===== config.mk =====
export PLATFORM = sky130hd
export DESIGN_NAME = fifo_512_60bit_ctrl
export DESIGN_NICKNAME = d
export VERILOG_FILES = /design/src/rtl/fifo_512_60bit_ctrl_pkg.sv /design/src/rtl/fifo_512_60bit_ctrl_arb.sv /design/src/rtl/fifo_512_60bit_ctrl.sv
export SDC_FILE = /design/constraint.sdc
export NUM_CORES = 1
export LEC_CHECK = 0
export ABC_AREA = 1
export BUFFER_PORTS_ARGS = -buffer_cell sky130_fd_sc_hd__clkbuf_2
export CELL_PAD_IN_SITES_DETAIL_PLACEMENT = 1
export CELL_PAD_IN_SITES_GLOBAL_PLACEMENT = 2
export CORE_ASPECT_RATIO = 0.7
export CORE_MARGIN = 2
export CORE_UTILIZATION = 14
export DETAILED_ROUTE_END_ITERATION = 16
export GPL_TIMING_DRIVEN = 0
export HOLD_SLACK_MARGIN = 0.12
export PLACE_DENSITY = 0.93
export SLEW_MARGIN = 0
export SYNTH_ARGS = -nofsm -noshare
export SYNTH_HDL_FRONTEND = slang
export SYNTH_SLANG_ARGS = --single-unit

===== constraint.sdc =====
create_clock -name clk -period 3.6 [get_ports clk]
set_clock_uncertainty 0.05 [all_clocks]
set_input_delay 0.54 -clock clk [delete_from_list [all_inputs] [get_ports clk]]
set_output_delay 0.54 -clock clk [all_outputs]
set_load 0.02 [all_outputs]

===== src/rtl/fifo_512_60bit_ctrl_pkg.sv =====
// Shared definitions for the 512x60 FIFO controller: FSM encoding, depth and
// the almost-full threshold helper.
package fifo_512_60bit_ctrl_pkg;

  typedef enum logic [1:0] {
    ST_RUN   = 2'd0,
    ST_DRAIN = 2'd1,
    ST_CLEAR = 2'd2
  } ctrl_state_e;

  localparam int FIFO_AW    = 9;
  localparam int FIFO_DEPTH = 1 << FIFO_AW;

  function automatic int af_threshold(input int aw, input int margin);
    return (1 << aw) - margin;
  endfunction

endpackage


===== src/rtl/fifo_512_60bit_ctrl_arb.sv =====
// Round-robin push arbiter: the search starts one past the last winner and
// returns a one-hot grant plus the encoded winner index.
module fifo_rr_arbiter #(
  parameter int NREQ = 4
) (
  input  logic [NREQ-1:0]         req_i,
  input  logic [$clog2(NREQ)-1:0] rr_ptr_i,
  input  logic                    en_i,
  output logic [NREQ-1:0]         gnt_o,
  output logic [$clog2(NREQ)-1:0] gnt_idx_o,
  output logic                    gnt_any_o
);

  localparam int IW = $clog2(NREQ);

  int            pos;
  logic [IW-1:0] pos_idx;

  always_comb begin
    gnt_o     = '0;
    gnt_idx_o = '0;
    gnt_any_o = 1'b0;
    pos       = 0;
    pos_idx   = '0;
    for (int k = 1; k <= NREQ; k++) begin
      pos     = (int'(rr_ptr_i) + k) % NREQ;
      pos_idx = IW'(pos);
      if (en_i && !gnt_any_o && req_i[pos_idx]) begin
        gnt_o[pos_idx] = 1'b1;
        gnt_idx_o      = pos_idx;
        gnt_any_o      = 1'b1;
      end
    end
  end

endmodule


===== src/rtl/fifo_512_60bit_ctrl.sv =====
// Shares one 512x60 FIFO between NREQ producers and one consumer; tracks a
// shadow level and runs drain/clear flushes. FIFO_CTRL_STATS_EN adds counters.
//
// state    | meaning
// ST_RUN   | normal push/pop traffic
// ST_DRAIN | pushes blocked, pops continue until the FIFO has fully delivered
// ST_CLEAR | one-cycle FIFO clear, level forced to zero
module fifo_512_60bit_ctrl
  import fifo_512_60bit_ctrl_pkg::*;
#(
  parameter int NREQ      = 4,
  parameter int DW        = 60,
  parameter int AW        = FIFO_AW,
  parameter int AF_MARGIN = 8
) (
  input  logic               clk,
  input  logic               rst,
  input  logic [NREQ-1:0]    req,
  input  logic [NREQ*DW-1:0] req_data,
  output logic [NREQ-1:0]    gnt,
  output logic               almost_full,
  output logic [AW:0]        level,
  input  logic               pop_req,
  output logic               pop_valid,
  output logic [DW-1:0]      pop_data,
  input  logic               drain_req,
  output logic               drain_done,
  output logic               busy,
  output logic [DW-1:0]      fifo_din,
  output logic               fifo_we,
  output logic               fifo_re,
  output logic               fifo_clr,
  input  logic [DW-1:0]      fifo_dout,
  input  logic               fifo_full,
  input  logic               fifo_empty
`ifdef FIFO_CTRL_STATS_EN
  ,
  output logic [NREQ*16-1:0] grant_cnt,
  output logic [15:0]        stall_cnt
`endif
);

  localparam int          IW      = $clog2(NREQ);
  localparam logic [AW:0] DEPTH_L = (AW+1)'(1 << AW);
  localparam logic [AW:0] AF_TH   = (AW+1)'(af_threshold(AW, AF_MARGIN));

  ctrl_state_e   state_q;
  logic [IW-1:0] rr_ptr_q;
  logic [IW-1:0] win_idx;
  logic          win_any;
  logic          push_ok;
  logic [AW:0]   level_q, level_d;
  logic          pop_valid_q, drain_done_q, almost_full_q;

  // drain_req blocks the arbiter in the same cycle it is seen in RUN
  assign push_ok = (state_q == ST_RUN) && !fifo_full && !drain_req;

  fifo_rr_arbiter #(.NREQ(NREQ)) u_arb (
    .req_i     (req),
    .rr_ptr_i  (rr_ptr_q),
    .en_i      (push_ok),
    .gnt_o     (gnt),
    .gnt_idx_o (win_idx),
    .gnt_any_o (win_any)
  );

  assign fifo_we  = win_any;
  assign fifo_din = req_data[int'(win_idx)*DW +: DW];
  assign fifo_re  = pop_req && !fifo_empty && (state_q != ST_CLEAR);
  assign fifo_clr = !rst || (state_q == ST_CLEAR);

  assign busy        = (state_q != ST_RUN);
  assign level       = level_q;
  assign almost_full = almost_full_q;
  assign pop_valid   = pop_valid_q;
  assign pop_data    = fifo_dout;
  assign drain_done  = drain_done_q;

  always_comb begin
    level_d = level_q;
    if (state_q == ST_CLEAR)       level_d = '0;
    else if (fifo_we && !fifo_re)  level_d = level_q + 1'b1;
    else if (!fifo_we && fifo_re)  level_d = level_q - 1'b1;
  end

  always_ff @(posedge clk) begin
    if (!rst) begin
      state_q       <= ST_RUN;
      rr_ptr_q      <= '0;
      level_q       <= '0;
      pop_valid_q   <= 1'b0;
      drain_done_q  <= 1'b0;
      almost_full_q <= 1'b0;
    end else begin
      level_q       <= level_d;
      almost_full_q <= (level_d >= AF_TH);
      pop_valid_q   <= fifo_re;
      drain_done_q  <= (state_q == ST_CLEAR);
      if (win_any) rr_ptr_q <= win_idx;
      case (state_q)
        ST_RUN:   if (drain_req) state_q <= ST_DRAIN;
        // wait for the registered read of the last word to reach the consumer
        ST_DRAIN: if (fifo_empty && !pop_valid_q) state_q <= ST_CLEAR;
        ST_CLEAR: state_q <= ST_RUN;
        default:  state_q <= ST_RUN;
      endcase
    end
  end

`ifdef FIFO_CTRL_STATS_EN
  logic [NREQ*16-1:0] grant_cnt_q;
  logic [15:0]        stall_cnt_q;

  always_ff @(posedge clk) begin
    if (!rst || state_q == ST_CLEAR) begin
      grant_cnt_q <= '0;
      stall_cnt_q <= '0;
    end else begin
      for (int i = 0; i < NREQ; i++) begin
        if (gnt[i]) grant_cnt_q[i*16 +: 16] <= grant_cnt_q[i*16 +: 16] + 16'd1;
      end
      if (|req && !push_ok) stall_cnt_q <= stall_cnt_q + 16'd1;
    end
  end

  assign grant_cnt = grant_cnt_q;
  assign stall_cnt = stall_cnt_q;
`endif

  a_no_overflow: assert property (@(posedge clk) disable iff (!rst)
    !(fifo_we && !fifo_re && level_q == DEPTH_L));
  a_no_underflow: assert property (@(posedge clk) disable iff (!rst)
    !(fifo_re && !fifo_we && level_q == '0));

endmodule


==> out/qor.txt <==
F_max: 284.5 MHz
Sequential-to-total area share from yosys stat: 0.08624
Proportion of layout cells with a drive suffix above 1: 0.4796
First-pass GRT wire length: 34.36 mm
CTS tree: done
LEAKAGE: 3.694 nW
Crit path time final: 3.514 ns
Vias per inst: 4.237
WL met1: 11.24 mm
Wirelength per Cell: 16.76 um
HP Start: drain_req
DR vias: 6250
Final #Nets: 1424
Cts bufs inserted: 3
Port Buffer Count: 390
Syn Nets: 1022
Die Wd: 204.7 um
Slew HR: 0.6802
Avg Synthesized Cell Area: 5.621 um2
Maximum vdd drop: 0.1551 mV
Final hold violation count: 0
Req. time, crit path: 3.01 ns
Yosys warns: 0
Mapped Cells: 702
Ports: 451
Met3 wire length: 1.335 mm
Crit Path Max Fanout: 10
Crit path largest cell delay: 0.39 ns
Cell row count: 51
Layout area overhead: 71.15%
Clk_lat worst skew: 0.26 ns
Yosys cell types: 36
CP endpoint kind: primary output
Total Power: 0.003341 W
CP arrival: 2.92 ns
Root Driver: clkbuf_16
Post-synthesis register bit count: 17
Initial core utilization: 0.1422
Die area: 0.02957 mm2
Routed WL: 24.72 mm
Crit path cell chain: clkinvlp_4 -> ha_4 -> inv_2 -> nand3_2 -> nand2_4 -> a21oi_4 -> nor2_4 -> nand4_1 -> nand2_4 -> buf_12 -> clkbuf_4 -> o21ai_0 -> o21bai_1 -> clkbuf_2
Crit path from: rr_ptr_q[1]
Vias in the first global route: 6054
Drt pass-1 iters: 4
Worst Max-Slew Pin Slew: 0.4796 ns
Die Height: 144.5 um
Status: complete, no violations
Core ar.: 0.02776 mm2
Top delay family on crit path: buffers and inverters
Initial antenna violation count: 2
Largest net degree at the start of global routing: 14
Cells on worst reg2reg path: 15
DR top layer: met5
Critical path type: reg -> out
H-tree depth: 1
Global route overflow: 0
Hold WC Path Type: in -> reg
Clock Tree Buf Depth: 2
PwrDens: 494.7 mW/mm2
Total GRT Usage: 0.1485
Synthesized area: 0.003946 mm2
Crit-path most repeated cell: nand2_4
Remaining antenna violation count: 0
Startpoint Class: flop
Gpl congestion: 0.8623
# DRC: 0
Cts hold-fix bufs: 0
CP bufs+invs: 5
Clock-pin slew on the worst setup and hold paths: 0.05 ns
Detail Placement HPWL: 20.78 mm
R2R Setup Slk: 0.80 ns
Hold depth: 3
DR iter-0 viols: 284
Final setup vio count: 0
Max Cap Viol: 0
CTS sink count: 17
Final hold slack: 0.5084 ns
Slew Viols, Final: 0
WP depth: 14
Launching point of the worst reg2reg path: rr_ptr_q[1]
Slowest stage cell, crit path: dfxtp_4
Met2 WL: 11.89 mm
Period utilisation layout: 0.9762
cell usage after synthesis:
| cell | instances | area, um2 |
|---|---|---|
| nand2_1 | 176 | 660.6 |
| nor2_1 | 87 | 326.6 |
| buf_4 | 70 | 525.5 |
| a21oi_1 | 62 | 310.3 |
| o21bai_1 | 60 | 450.4 |
| inv_1 | 38 | 142.6 |
| o21ai_0 | 38 | 190.2 |
| nand3_1 | 35 | 175.2 |
| o21ai_1 | 32 | 160.2 |
| dfxtp_1 | 17 | 340.3 |
| buf_2 | 15 | 75.07 |
| buf_6 | 10 | 112.6 |
| ha_1 | 10 | 125.1 |
| nand4_1 | 9 | 56.30 |
| nor3_1 | 6 | 30.03 |
| clkbuf_1 | 4 | 15.01 |
| xor2_1 | 4 | 35.03 |
| a22oi_1 | 3 | 22.52 |
| inv_2 | 3 | 11.26 |
| o221ai_1 | 3 | 26.28 |
| a21oi_2 | 2 | 17.52 |
| a221oi_1 | 2 | 17.52 |
| clkbuf_2 | 2 | 10.01 |
| nand3b_1 | 2 | 15.01 |
| a211oi_1 | 1 | 7.510 |
| a21bo_2 | 1 | 10.01 |
| a21o_1 | 1 | 7.510 |
| and3_1 | 1 | 6.260 |
| clkinv_1 | 1 | 3.750 |
| nand2_2 | 1 | 6.260 |
| nand3_2 | 1 | 10.01 |
| nor2_2 | 1 | 6.260 |
| nor2_4 | 1 | 11.26 |
| nor4_1 | 1 | 6.260 |
| o211ai_1 | 1 | 7.510 |
| o211ai_2 | 1 | 12.51 |
worst min-delay path: stages:
cell,delay (ns)
clkbuf_2,0.09
nand2_1,0.06
a21oi_1,0.06
layer usage:
metal  GRT usage  vias up
li1            -     3069
met1      0.2074     2951
met2      0.2512      212
met3     0.01577       16
met4     0.01945        2
met5           0        -
path summary, 6_finish.rpt:
path | end
worst max-delay path | fifo_din[32]
worst min-delay path | state_q[0]
worst max register to register | almost_full
worst min register to register | state_q[0]
area by class of cell:
cell class / count / area (um2)
fillers: 3692 / 21000
multi-input cells: 542 / 2815
repair buffers: 397 / 2032
plain buffers: 101 / 845.8
well taps: 371 / 464.2
flip-flops and latches: 17 / 347.8
inverters: 42 / 166.4
clock buffers: 3 / 75.07
clock inverters: 1 / 5.005
diodes: 1 / 2.502
cells in the final DEF, fill, tap and decap left out, drive strengths merged:
cell type  count
a211oi         1
a21bo          1
a21o           1
a21oi         64
a221oi         2
a22oi          3
and3           1
buf          117
clkbuf       384
clkinv         2
clkinvlp       1
dfxtp         17
diode          1
ha            10
inv           40
nand2        177
nand3         36
nand3b         2
nand4          9
nor2          89
nor3           6
nor4           1
o211ai         2
o21ai         70
o21bai        60
o221ai         3
xor2           4
power breakdown:
group	internal, W	switching, W
sequential	0.000221	0.0000460
clock	0.000149	0.0000859
combinational	0.00106	0.00177
total	0.00143	0.00191
metrics by stage:
stage	util	setup TNS [ns]	cells	area [um2]	setup slack, ns
floorplan	-	0	702	3946	0.4509
global placement	0.2292	-22.15	1463	6362	-0.5772
detailed placement	0.2292	-26.08	1463	6362	-0.5830
CTS	0.2370	0	1470	6579	0.002114
global route	0.2433	-0.1334	1475	6754	-0.01795
finish	0.2433	0	1475	6754	0.08562
sequential cells by signal, indices dropped and copies added, names as in the netlist:
name         count
pop_valid        1
drain_done       1
level           10
rr_ptr_q         2
state_q          2
almost_full      1
repair_timing:
item	4_1_cts	5_1_grt
setup endpoints to repair	60	60
resized for setup	32	68
pin swaps	4	6
buffers inserted	3	4
cells by family (layout without fill, tap and decap cells):
group	count (synthesis)	count (layout)	synth area share
adders and majority gates	10	10	0.03171
xor gates and xnor gates	4	4	0.008877
DFF	17	17	0.08624
buffers and inverters	143	544	0.2270
AOI/OAI and AO/OA	207	207	0.3142
other	0	1	0
and+or+nand+nor	321	321	0.3320
(Power assumes the default switching activity.)
